## config.mk

```make
export PLATFORM = sky130hd
export DESIGN_NAME = opb_status_bank
export DESIGN_NICKNAME = d
export VERILOG_FILES = /design/src/rtl/opb_status_pkg.sv /design/src/rtl/opb_status_chan.sv /design/src/rtl/opb_status_bank.sv
export SDC_FILE = /design/constraint.sdc
export NUM_CORES = 1
export LEC_CHECK = 0
export ABC_AREA = 1
export CAP_MARGIN = 25
export CORE_AREA = 2 2 176 212
export DETAILED_ROUTE_END_ITERATION = 10
export DIE_AREA = 0 0 178 214
export GPL_ROUTABILITY_DRIVEN = 0
export PLACE_DENSITY = 0.66
export SYNTH_ARGS = -nofsm -noshare
export SYNTH_HDL_FRONTEND = slang
export SYNTH_HIERARCHICAL = 1
export SYNTH_SLANG_ARGS = --single-unit
```

## constraint.sdc

```tcl
create_clock -name OPB_Clk -period 2.9 [get_ports OPB_Clk]
set_input_delay 0.435 -clock OPB_Clk [delete_from_list [all_inputs] [get_ports OPB_Clk]]
set_output_delay 0.435 -clock OPB_Clk [all_outputs]
set_load 0.005 [all_outputs]
```

## src/rtl/opb_status_pkg.sv

```systemverilog
// Shared definitions for the OPB status bank: register-map offsets and decode types.
// Latency: n/a (definitions only).
// Backpressure: n/a.
package opb_status_pkg;

    // Which register class an in-window word offset selects
    typedef enum logic [1:0] {
        REG_NONE   = 2'd0,
        REG_STATUS = 2'd1,
        REG_EVCNT  = 2'd2,
        REG_CTRL   = 2'd3
    } reg_sel_t;

    localparam int STATUS_OFS      = 0;
    localparam int CTRL_FREEZE_BIT = 0;

    // Word offset of the first event counter
    function automatic int EVCNT_OFS(input int n_chan);
        return n_chan;
    endfunction

    // Word offset of the control register
    function automatic int CTRL_OFS(input int n_chan);
        return 2 * n_chan;
    endfunction

    // Ceiling log2 for sizing index fields
    function automatic int clog2(input int v);
        int r;
        r = 0;
        for (int i = 0; i < 31; i++) begin
            if ((1 << i) < v) r = i + 1;
        end
        return r;
    endfunction

endpackage

```

## src/rtl/opb_status_chan.sv

```systemverilog
// One status channel: live/sticky capture register, rising-edge detect, saturating event counter.
// Latency: data at cycle t is visible in status/evcnt at t+1.
// Backpressure: none; consumes data every cycle, clear/w1c strobes are single-cycle.
module opb_status_chan #(
    parameter int DATA_W = 32,
    parameter int CNT_W  = 16,
    parameter bit STICKY = 1'b0
) (
    input  logic              clk,
    input  logic              rst,
    input  logic [DATA_W-1:0] data,
    input  logic              freeze,
    input  logic [DATA_W-1:0] w1c,
    input  logic              cnt_clr,
    output logic [DATA_W-1:0] status,
    output logic [CNT_W-1:0]  evcnt
);

    localparam logic [CNT_W-1:0] CNT_MAX = '1;

    logic prev_any;
    logic ev_cnt;

    // An edge only counts while not frozen; frozen edges are deliberately lost
    assign ev_cnt = (|data) & ~prev_any & ~freeze;

    // Capture register: sticky accumulates even while frozen so no event is lost
    always_ff @(posedge clk or posedge rst) begin
        if (rst) begin
            status <= '0;
        end else if (STICKY) begin
            status <= (status & ~w1c) | data;
        end else if (!freeze) begin
            status <= data;
        end
    end

    // Edge history tracks the input every cycle, independent of freeze
    always_ff @(posedge clk or posedge rst) begin
        if (rst) begin
            prev_any <= 1'b0;
        end else begin
            prev_any <= |data;
        end
    end

    // Saturating counter; a clear coinciding with a counted edge leaves 1
    always_ff @(posedge clk or posedge rst) begin
        if (rst) begin
            evcnt <= '0;
        end else if (cnt_clr) begin
            evcnt <= CNT_W'(ev_cnt);
        end else if (ev_cnt && (evcnt != CNT_MAX)) begin
            evcnt <= evcnt + CNT_W'(1);
        end
    end

endmodule

```

## src/rtl/opb_status_bank.sv

```systemverilog
// OPB slave exposing N channel status words, event counters and a freeze control bit.
// Latency: ack one cycle after hit; read data sampled at hit; writes land on the ack-cycle edge.
// Backpressure: none beyond the single-cycle ack; a held select is acked once until released.
module opb_status_bank
    import opb_status_pkg::*;
#(
    parameter logic [31:0]        C_BASEADDR   = 32'h01080700,
    parameter logic [31:0]        C_HIGHADDR   = 32'h010807FF,
    parameter int                 C_OPB_AWIDTH = 32,
    parameter int                 C_OPB_DWIDTH = 32,
    parameter string              C_FAMILY     = "virtex5",
    parameter int                 N_CHAN       = 4,
    parameter int                 DATA_W       = 32,
    parameter logic [N_CHAN-1:0]  STICKY_MASK  = '0,
    parameter int                 CNT_W        = 16
) (
    input  logic                     OPB_Clk,
    input  logic                     OPB_Rst,
    input  logic [0:31]              OPB_ABus,
    input  logic [0:3]               OPB_BE,
    input  logic [0:31]              OPB_DBus,
    input  logic                     OPB_RNW,
    input  logic                     OPB_select,
    input  logic                     OPB_seqAddr,
    output logic [0:31]              Sl_DBus,
    output logic                     Sl_xferAck,
    output logic                     Sl_errAck,
    output logic                     Sl_retry,
    output logic                     Sl_toutSup,
    input  logic [N_CHAN*DATA_W-1:0] user_data_in
);

    localparam int IDX_W = (N_CHAN > 1) ? clog2(N_CHAN) : 1;

    logic [31:0]       abus;
    logic [31:0]       wdat;
    logic [31:0]       byte_ofs;
    logic [29:0]       word_ofs;
    logic [31:0]       be_mask;
    logic [31:0]       rd_dat;
    logic              in_win;
    logic              hit;
    logic              ack_done;
    logic              wr_en;
    logic              freeze;
    reg_sel_t          reg_sel;
    logic [IDX_W-1:0]  chan_idx;

    logic [DATA_W-1:0] status  [N_CHAN];
    logic [CNT_W-1:0]  evcnt   [N_CHAN];
    logic [DATA_W-1:0] w1c     [N_CHAN];
    logic [N_CHAN-1:0] cnt_clr;

    logic              unused_bits;

    // OPB bit 0 is the MSB, so a straight vector copy gives natural numbering
    assign abus     = OPB_ABus;
    assign wdat     = OPB_DBus;
    assign in_win   = (abus >= C_BASEADDR) && (abus <= C_HIGHADDR);
    assign byte_ofs = abus - C_BASEADDR;
    assign word_ofs = byte_ofs[31:2];

    // Ack_done and the outstanding ack both suppress a second hit for one select
    assign hit   = OPB_select & in_win & ~ack_done & ~Sl_xferAck;
    assign wr_en = Sl_xferAck & OPB_select & ~OPB_RNW;

    assign Sl_errAck  = 1'b0;
    assign Sl_retry   = 1'b0;
    assign Sl_toutSup = 1'b0;

    assign unused_bits = ^{OPB_seqAddr, byte_ofs[1:0]};

    // Decode word offset into register class and channel index
    always_comb begin
        reg_sel  = REG_NONE;
        chan_idx = '0;
        if (in_win) begin
            for (int k = 0; k < N_CHAN; k++) begin
                if (word_ofs == 30'(STATUS_OFS + k)) begin
                    reg_sel  = REG_STATUS;
                    chan_idx = IDX_W'(k);
                end
                if (word_ofs == 30'(EVCNT_OFS(N_CHAN) + k)) begin
                    reg_sel  = REG_EVCNT;
                    chan_idx = IDX_W'(k);
                end
            end
            if (word_ofs == 30'(CTRL_OFS(N_CHAN))) begin
                reg_sel = REG_CTRL;
            end
        end
    end

    // Expand byte enables; BE[0] covers the most significant byte
    always_comb begin
        be_mask = '0;
        for (int b = 0; b < 4; b++) begin
            be_mask[31-8*b -: 8] = {8{OPB_BE[b]}};
        end
    end

    // Read mux, zero-extending narrow channel fields
    always_comb begin
        rd_dat = '0;
        for (int k = 0; k < N_CHAN; k++) begin
            if (chan_idx == IDX_W'(k)) begin
                if (reg_sel == REG_STATUS) rd_dat = 32'(status[k]);
                if (reg_sel == REG_EVCNT)  rd_dat = 32'(evcnt[k]);
            end
        end
        if (reg_sel == REG_CTRL) rd_dat[CTRL_FREEZE_BIT] = freeze;
    end

    // Per-channel write strobes: W1C mask for status, clear pulse for counters
    always_comb begin
        for (int k = 0; k < N_CHAN; k++) begin
            w1c[k]     = '0;
            cnt_clr[k] = 1'b0;
            if (wr_en && (chan_idx == IDX_W'(k))) begin
                if (reg_sel == REG_STATUS) w1c[k]     = DATA_W'(wdat & be_mask);
                if (reg_sel == REG_EVCNT)  cnt_clr[k] = |OPB_BE;
            end
        end
    end

    // OPB handshake: single-cycle ack, read data only present in the ack cycle
    always_ff @(posedge OPB_Clk or posedge OPB_Rst) begin
        if (OPB_Rst) begin
            Sl_xferAck <= 1'b0;
            Sl_DBus    <= '0;
            ack_done   <= 1'b0;
        end else begin
            Sl_xferAck <= hit;
            Sl_DBus    <= (hit && OPB_RNW) ? rd_dat : '0;
            if (!OPB_select) begin
                ack_done <= 1'b0;
            end else if (Sl_xferAck) begin
                ack_done <= 1'b1;
            end
        end
    end

    // Freeze control bit lives in the low byte
    always_ff @(posedge OPB_Clk or posedge OPB_Rst) begin
        if (OPB_Rst) begin
            freeze <= 1'b0;
        end else if (wr_en && (reg_sel == REG_CTRL) && OPB_BE[3]) begin
            freeze <= wdat[CTRL_FREEZE_BIT];
        end
    end

    for (genvar k = 0; k < N_CHAN; k++) begin : g_chan
        opb_status_chan #(
            .DATA_W (DATA_W),
            .CNT_W  (CNT_W),
            .STICKY (STICKY_MASK[k])
        ) u_chan (
            .clk     (OPB_Clk),
            .rst     (OPB_Rst),
            .data    (user_data_in[k*DATA_W +: DATA_W]),
            .freeze  (freeze),
            .w1c     (w1c[k]),
            .cnt_clr (cnt_clr[k]),
            .status  (status[k]),
            .evcnt   (evcnt[k])
        );
    end

endmodule

```

### Word-level counts from Yosys, hierarchy flattened

Cells that the tools add are included.

| storage, ports and cells | value |
|---|---|
| output and inout bits | 36 |
| word-level logic and storage cells | 132 |
| input port bits | 201 |
| bits in registers | 231 |

| operators by class | value |
|---|---|
| reduce and logical (&&, ||, !) cells | 23 |
| mux-type cells | 46 |
| magnitude comparators | 2 |
| equal/unequal tests | 19 |
| bitwise gates (word level) | 21 |
| add/sub/neg operators | 5 |

Operators by type and width:

| operator | number |
|---|---|
| $mux W32 | 13 |
| $mux W16 | 8 |
| $reduce_or A32 Y1 | 4 |
| $eq A30 B3 Y1 const B | 4 |
| $add A16 B1 Y16 const B | 4 |
| $ne A16 B16 Y1 const B | 4 |
| $eq A30 B2 Y1 const B | 2 |
| $ge A32 B25 Y1 const B | 1 |
| $le A32 B25 Y1 const B | 1 |
| $sub A32 B25 Y32 const B | 1 |
| $eq A30 B1 Y1 const B | 1 |
| $eq A30 B4 Y1 const B | 1 |
| $logic_not A30 Y1 | 1 |
| $mux W2 | 15 |
| $and A1 B1 Y1 | 13 |
| $logic_and A1 B1 Y1 | 12 |
| $mux W1 | 10 |
| $eq A2 B2 Y1 const B | 4 |
| $not A1 Y1 | 8 |
| $reduce_bool A2 Y1 | 4 |
| $eq A2 B1 Y1 const B | 2 |
| $reduce_or A4 Y1 | 1 |
| $logic_not A2 Y1 | 1 |
| $ne A2 B1 Y1 const B | 1 |

### Longest topological paths before layout

Gate-level depths: netlist of the first run.

| logic depth | value |
|---|---|
| depth after elaboration | 27 |
| mapped depth | 25 |
| depth with buffers taken out | 23 |

### By module

Netlist of the first run, hierarchy kept.

By module, submodules not included:

| module | cells each | area each (um^2) | times used |
|---|---|---|---|
| opb_status_chan | 341 | 2547.4 | 4 |
| opb_status_bank | 818 | 4424.2 | 1 |

### Worst setup path before layout of the first run

OpenSTA, ideal clock, no wires.

| timing | value |
|---|---|
| path kind | input to register |
| start | input port OPB_ABus[10] (netlist bit) |
| end | register g_chan[1].u_chan.evcnt[0] |
| library setup time | 0.117 ns |
| stages | 23 |
| setup slack | -0.036 ns |
| arrival time | 2.820 ns |
| data required time | 2.783 ns |
| cell sequence | inv_2 nand2_2 nor2_4 inv_2 or2_4 nand3_2 nand2_2 a21oi_2 nand3_1 nor2_4 nand2_4 inv_4 nand2_4 nand2_4 buf_4 o41ai_1 nor2_1 inv_1 buf_2 nand2_1 nand2_1 nand2_1 nand2_1 |

| on the way | value |
|---|---|
| longest elaborated chain between the ends | 16 |

Ends and longest elaborated chain:

| item | line | text |
|---|---|---|
| from (decl) | opb_status_bank.sv:19 | `input logic [0:31] OPB_ABus,` |
| $sub A32 B25 Y32 | opb_status_bank.sv:60 | `assign byte_ofs = abus - C_BASEADDR;` |
| $logic_not A30 Y1 | opb_status_bank.sv:79 | `if (word_ofs == 30'(STATUS_OFS + k)) begin` |
| $mux W1 | opb_status_bank.sv:79 |  |
| $mux W2 | opb_status_bank.sv:83 | `if (word_ofs == 30'(EVCNT_OFS(N_CHAN) + k)) begin` |
| $mux W2 | opb_status_bank.sv:79 |  |
| $mux W2 | opb_status_bank.sv:83 |  |
| $mux W2 | opb_status_bank.sv:79 |  |
| $mux W2 | opb_status_bank.sv:83 |  |
| $mux W2 | opb_status_bank.sv:79 |  |
| $mux W2 | opb_status_bank.sv:83 |  |
| $mux W2 | opb_status_bank.sv:88 | `if (word_ofs == 30'(CTRL_OFS(N_CHAN))) begin` |
| $mux W2 | opb_status_bank.sv:77 | `if (in_win) begin` |
| $eq A2 B2 Y1 | opb_status_bank.sv:121 | `if (reg_sel == REG_EVCNT) cnt_clr[k] = \|OPB_BE;` |
| $mux W1 | opb_status_bank.sv:121 |  |
| $mux W1 (*) | opb_status_bank.sv:119 | `if (wr_en && (chan_idx == IDX_W'(k))) begin` |
| via cnt_clr[1] | opb_status_bank.sv:52 | `logic [N_CHAN-1:0] cnt_clr;` |
| $mux W16 / $reduce_bool A2 Y1 (equally long branches) | -- |  |
| to (signal assigned) | opb_status_chan.sv:52 | `evcnt <= CNT_W'(ev_cnt);` |
| to (signal assigned) | opb_status_chan.sv:54 | `evcnt <= evcnt + CNT_W'(1);` |
| to (decl) | opb_status_chan.sv:16 | `output logic [CNT_W-1:0] evcnt` |

Mark *: on every way through the listed nets, which the timed path passes. The rest lies on a longest branch.
A chain may end at the register's enable or synchronous reset.

### Worst setup path in the final report of the first run

| timing | value |
|---|---|
| start | input port OPB_ABus[12] (netlist bit) |
| end | register Sl_DBus[20] (netlist bit) |

| on the way | value |
|---|---|
| longest elaborated chain between the ends | 26 |

Ends and longest elaborated chain:

| item | line | text |
|---|---|---|
| $sub A32 B25 Y32 | opb_status_bank.sv:60 |  |
| $logic_not A30 Y1 | opb_status_bank.sv:79 |  |
| $mux W1 | opb_status_bank.sv:79 |  |
| $mux W2 | opb_status_bank.sv:83 |  |
| $mux W2 | opb_status_bank.sv:79 |  |
| $mux W2 | opb_status_bank.sv:83 |  |
| $mux W2 | opb_status_bank.sv:79 |  |
| $mux W2 | opb_status_bank.sv:83 |  |
| [10 not listed] | -- |  |
| $mux W32 | opb_status_bank.sv:106 | `if (chan_idx == IDX_W'(k)) begin` |
| $mux W32 | opb_status_bank.sv:107 | `if (reg_sel == REG_STATUS) rd_dat = 32'(status[k]);` |
| $mux W32 | opb_status_bank.sv:108 | `if (reg_sel == REG_EVCNT) rd_dat = 32'(evcnt[k]);` |
| $mux W32 | opb_status_bank.sv:106 |  |
| $mux W32 | opb_status_bank.sv:107 |  |
| $mux W32 | opb_status_bank.sv:108 |  |
| $mux W32 | opb_status_bank.sv:106 |  |
| $mux W32 (*) | opb_status_bank.sv:134 | `Sl_DBus <= (hit && OPB_RNW) ? rd_dat : '0;` |
| to (signal assigned) | opb_status_bank.sv:134 |  |
| to (decl) | opb_status_bank.sv:25 | `output logic [0:31] Sl_DBus,` |

Mark *: on every way between the ends. The rest lies on a longest branch, timed or not.

==> results of run 1 <==
==> through the flow <==
| stage | instance area [sq um] | setup slack, ns | setup TNS (ns) | util, % |
|---|---|---|---|---|
| final | 18600 | 0.125 | 0 | 52.0 |
| after global routing | 18600 | -0.0118 | -0.0291 | 52.0 |
| after CTS | 18100 | 0.00428 | 0 | 50.5 |
| after detailed placement | 17100 | -0.657 | -56.98 | 47.6 |
| after global placement | 17100 | -0.582 | -48.34 | 47.6 |
| after floorplan | 13900 | 0.0203 | 0 | - |
==> flip-flops by register name, indices dropped and copies added, names as in the netlist <==
| name | count |
|---|---|
| g_chan.u_chan/evcnt | 64 |
| Sl_DBus | 32 |
| g_chan.u_chan/status | 128 |
| ack_done | 1 |
| Sl_xferAck | 1 |
| freeze | 1 |
| g_chan.u_chan/prev_any | 4 |
==> placed cells by master, fill, tap and decap left out, drive strengths merged, types with 6 or more instances in the layout <==
cell type,count
inv,190
nand4,23
nor3,20
clkinv,10
a22oi,26
xor2,16
buf,120
clkdlybuf4s50,178
dlymetal6s2s,16
nand2,781
dfrtp,231
nor2,246
xnor2,12
clkbuf,34
a21oi,53
bufinv,6
o21ai,89
or2,13
nand3,191
==> per-layer routing <==
layer | vias up | global-route usage (%)
li1 | 6847 | -
met1 | 6688 | 30.1
met2 | 543 | 39.4
met3 | 87 | 2.48
met4 | 0 | 7.19
met5 | - | 0
==> final cells by class <==
cell class,instances,area (sq um),area share [%]
multi-input combinational,1504,7350,39.4
sequential,231,5780,31.0
inverter,191,727,3.90
clock inverter,17,259,1.39
clock buffer,30,696,3.73
tap,468,586,3.14
timing repair buffer,323,3230,17.3
antenna,2,5.00,0.0269
==> path summary, 6_finish.rpt <==
kind | depth (start not counted) | endpoint | startpoint | slack (ns)
max in group asynchronous | 3 | g_chan[0].u_chan/evcnt[7] | OPB_Rst | 1.65
min in group OPB_Clk | 3 | g_chan[3].u_chan/status[23] | user_data_in[119] | 0.44
min reg2reg | 2 | g_chan[1].u_chan/status[5] | g_chan[1].u_chan/status[5] | 0.48
max | 22 | Sl_DBus[20] | OPB_ABus[12] | 0.13
min | 2 | g_chan[1].u_chan/status[27] | OPB_Rst | 0.38
max reg2reg | 10 | g_chan[0].u_chan/evcnt[0] | g_chan[0].u_chan/evcnt[0] | 0.97
==> repair_timing <==
action | 4_1_cts | 5_1_grt
pin swaps | 11 | 30
setup endpoints to repair | 70 | 96
cloned | 0 | 6
setup buffers | 2 | 9
hold buffers | 0 | 0
resized for setup | 23 | 102
==> worst max-delay path: cells and delay by family <==
kind	cells	cell delay [ns]
AND/OR/NAND/NOR	14	1.46
buffers and inverters	4	0.72
AO/OA/AOI/OAI	4	0.58
==> power breakdown <==
| group | internal (uW) | switching (uW) | total, uW |
|---|---|---|---|
| sequential | 3310 | 62.3 | 3380 |
| combinational | 320 | 326 | 646 |
| clock | 2260 | 1410 | 3670 |
| total | 5890 | 1800 | 7690 |
==> flow_summary.ini, run 1 <==
[sta]
drv_slew = 0
relSlewSlack_pct = 50.8
finalCritPeriodShare_pct = 95.7
post-route-min-period_ns = 2.77
setup_viol = 0
hold_viol_final = 0
worst_slew_pin_slew_ns = 0.738
timing.hold.ws_ns = 0.381
skew_ns = 0.0132
fmax_mhz = 360

[drt]
drt-pass1-iter-count = 8
dr.max_layer_used = met4
met2_length_um = 22600
wl_met1_um = 18800
drc = 0
drtIter0Drc = 1416
wl_met3_um = 2700
ant_nets = 0
wl_per_cell_um = 16.4
totalWireLength_um = 45500
vias_per_cell = 5.12
vias = 14165

[power]
power_density_mw_per_mm2 = 413
peakVddDrop_mv = 0.377
total_leakage_power_uw = 0.00920
power_uw = 7690

[logic_synthesis]
netlist_instances = 2002
syn_area_sq_mm = 0.0139
ys_warn_count = 6
syn_area_per_cell_sq_um = 6.95

[worst_setup_path]
critPathRequiredTime_ns = 3.33
cp_common_cell = nand2_1
critical_path.max_stage_delay_ns = 0.35
worstSetupPathType = primary input to flip-flop
critPathMaxFanout = 8
startpoint_type = primary input
cp_slowest_cell = dlygate4sd2_1
cp_cell_sequence = dlygate4sd2_1 -> nand2_1 -> nand2_1 -> inv_1 -> nor2_1 -> nor2_1 -> nand2_1 -> nand2_1 -> nand2_1 -> nand2_1 -> nor2_1 -> nand3_1 -> nor2_4 -> buf_6 -> o31ai_4 -> nand2_1 -> nand2_1 -> a21oi_1 -> o21ai_0 -> buf_4 -> a21oi_2 -> nor3_1
worstPathArrival_ns = 3.20
endpoint_kind = flip-flop

[flow_run]
cap_violations = 0

[die]
start_util_pct = 38.8
dieArea_sq_mm = 0.0381
coreArea_sq_mm = 0.0358
fp.dieH_um = 214
fp.dieW_um = 178
pin_count = 237
std_cell_rows = 76

[status]
status = finished clean

[cells_and_area]
fin_cells = 2766
num-fill-cells = 3413
layout.nets = 2482
drive_gt1_share_pct = 14.7
area_delta_synth_final_pct = 34.0

[clocking]
cts_tree = done
clk_path_buf_depth = 3
cts_root_buf = clkbuf_16
htreeDepth = 1
cts.sinks = 231
clkTransAtPathRegs_ns = 0.07
cts_buffers = 26
clk_latency_ns = 0.55

[global_route]
grt_pass1_wl_um = 70000
grt_overflow = 0
grt_usage_pct = 22.9
antenna_found_initial = 2
grt_pass1_vias = 13590
grt_max_degree = 53

[worst_hold_path]
hold_path.class = primary input to async pin

[placement]
hpwl_um = 33300
portBuffers = 199
dp.cells = 2700
Power figures use the tool's default switching activity.
==> run 2, diff against run 1 <==
--- a/config.mk
+++ b/config.mk
@@ -11,7 +11,7 @@
 export DETAILED_ROUTE_END_ITERATION = 10
 export DIE_AREA = 0 0 178 214
 export GPL_ROUTABILITY_DRIVEN = 0
-export PLACE_DENSITY = 0.66
+export PLACE_DENSITY = 0.62
 export SYNTH_ARGS = -nofsm -noshare
 export SYNTH_HDL_FRONTEND = slang
 export SYNTH_HIERARCHICAL = 1
==> run 2 against run 1 <==
  * Fmax fell by 0.29%
  * Final cell count fell by 0.33%
  * Largest power group unchanged
  * Cell area fell by 1.4%
==> flow_summary.ini, run 2 (same netlist as run 1, synthesis figures left out) <==
[drt]
drc = 0
drtIter0Drc = 1301
wl_per_cell_um = 16.4
totalWireLength_um = 45300
drt-pass1-iter-count = 5
ant_nets = 0
vias_per_cell = 5.06
vias = 13952

[sta]
drv_slew = 0
worst_slew_pin_slew_ns = 0.804
timing.hold.ws_ns = 0.455
finalCritPeriodShare_pct = 96.0
setup_viol = 0
finalWorstSetupSlack_ns = 0.117
fmax_mhz = 359
post-route-min-period_ns = 2.78
skew_ns = 0.0187
hold_viol_final = 0
rsz0062_at_grt = yes
fin_tns_setup_ns = 0
relSlewSlack_pct = 46.3

[power]
total_leakage_power_uw = 0.00912
sw_frac_of_total_pct = 23.6
power_frac_comb_pct = 8.5
power_density_mw_per_mm2 = 411
p_sw_uw = 1780
peakVddDrop_mv = 0.436
p_int_uw = 5770
clkPwrFrac_pct = 46.8
p_seq_share_pct = 44.7

[worst_setup_path]
endpoint_kind = flip-flop
critPathRequiredTime_ns = 3.36
critical_path.max_stage_delay_ns = 0.43
worstSetupPathType = primary input to flip-flop
startpoint_type = primary input
worst-path-buf-inv = 5
crit_family = simple AND/OR/NAND/NOR gates
critPathMaxFanout = 12
worstPathArrival_ns = 3.25
cp_slowest_cell = clkdlybuf4s50_1
cp_cell_sequence = clkdlybuf4s50_1 -> nor2_2 -> o21ai_1 -> nor3_1 -> nand2_2 -> a21oi_2 -> nand3_2 -> nor2_4 -> buf_12 -> nand2_1 -> inv_2 -> buf_12 -> buf_4 -> a22oi_1 -> o21ai_0 -> a21oi_1 -> nor3_1

[global_route]
antenna_found_initial = 0
grt_pass1_wl_um = 70900
grt_max_degree = 50
grt_overflow = 0
grt_pass1_vias = 13431
grt_usage_pct = 23.2

[cells_and_area]
fin_util_pct = 51.3
final_cell_mix = nand2_1 (748), dfrtp_1 (230), nor2_1 (215), clkdlybuf4s50_1 (182), nand3_1 (173)
area_delta_synth_final_pct = 32.2
layout.nets = 2475
final_common_cell = nand2_1
top_regs = g_chan.u_chan/status x128, g_chan.u_chan/evcnt x64, Sl_DBus x32
largest_reg_flops = 128
regMostFlops = g_chan.u_chan/status
fin_cells = 2757
drive_gt1_share_pct = 13.3
num_antenna_cells = 0

[clocking]
clkTransAtPathRegs_ns = 0.06
htreeDepth = 1
cts_tree = done
cts_root_buf = clkbuf_16
cts_buffers = 26
clk_latency_ns = 0.55
clk_path_buf_depth = 3
cts.sinks = 231

[placement]
dp.cells = 2704
pre_cts_slack_ns = -0.631
hpwl_um = 33800
portBuffers = 199

[die]
coreArea_sq_mm = 0.0358
start_util_pct = 38.8
pin_count = 237
std_cell_rows = 76
dieArea_sq_mm = 0.0381
fp.dieW_um = 178
fp.dieH_um = 214

[worst_hold_path]
hold_path.class = primary input to flip-flop

[flow_run]
cap_violations = 0

[status]
status = finished clean
## run 2: worst reg2reg max path: stages, from the launching register on
cell	delay (ns)
dfrtp_1	0.45
ha_1	0.23
nand2_2	0.09
nor2_4	0.13
nand2_4	0.08
nor2_8	0.15
nand3_4	0.11
nand3_4	0.24
nand2_4	0.19
nand2_1	0.11
nand2_1	0.06
## run 2: timing repair
| action | CTS | global route |
|---|---|---|
| buffers inserted | 0 | 3 |
| resized for setup | 10 | 81 |
| hold buffers | 0 | 0 |
| cloned | 0 | 3 |
| setup endpoints to repair | 19 | 96 |
| pin swaps | 4 | 32 |
## run 2: worst paths after layout
check                           cells past startpoint  slack, ns                           to                         from
worst max-delay path                               17       0.12                  Sl_DBus[17]                  OPB_ABus[5]
worst min-delay path                                3       0.45  g_chan[2].u_chan/status[24]             user_data_in[88]
worst max register to register                     10       0.94    g_chan[2].u_chan/evcnt[4]    g_chan[2].u_chan/evcnt[0]
worst min register to register                      2       0.48  g_chan[2].u_chan/status[16]  g_chan[2].u_chan/status[16]
max in group asynchronous                           3       1.52   g_chan[1].u_chan/status[6]                      OPB_Rst
min in group asynchronous                           2       0.59    g_chan[2].u_chan/prev_any                      OPB_Rst
## run 2: stage by stage
stage                     instance area (sq um)  total power [uW]
final                                     18400              7550
after global placement                    17100              4060
after global routing                      18400              7800
after detailed placement                  17100              4070
after floorplan                           13900              3640
after CTS                                 18000              7590
## run 2: power groups by stage
stage,registers (uW),logic (uW),clock network (uW)
floorplan,3410,236,0
global placement,3430,632,0
detailed placement,3430,636,0
CTS,3370,643,3570
global route,3380,712,3710
finish,3370,644,3530
## run 2: routing by layer
layer  GRT usage [%]  part of all wire (%)  vias up
li1                -                     -     6837
met4            5.85                   2.3        0
met5               0                     0        -
met3            3.02                   6.1       65
met2            38.3                    47      457
met1            32.2                    44     6593
## run 2: cell type report
type,instances,area [sq um]
fill,3470,17500
multi-input combinational,1505,7240
sequential,231,5780
timing repair buffer,315,3120
clock buffer,33,727
inverter,191,724
tap,468,586
clock inverter,14,194
==> run 3, diff against run 2 <==
--- a/config.mk
+++ b/config.mk
@@ -6,7 +6,6 @@
 export NUM_CORES = 1
 export LEC_CHECK = 0
 export ABC_AREA = 1
-export CAP_MARGIN = 25
 export CORE_AREA = 2 2 176 212
 export DETAILED_ROUTE_END_ITERATION = 10
 export DIE_AREA = 0 0 178 214
==> results of run 3 <==
The final DEF is identical to that of run 2; final timing and power are the same.
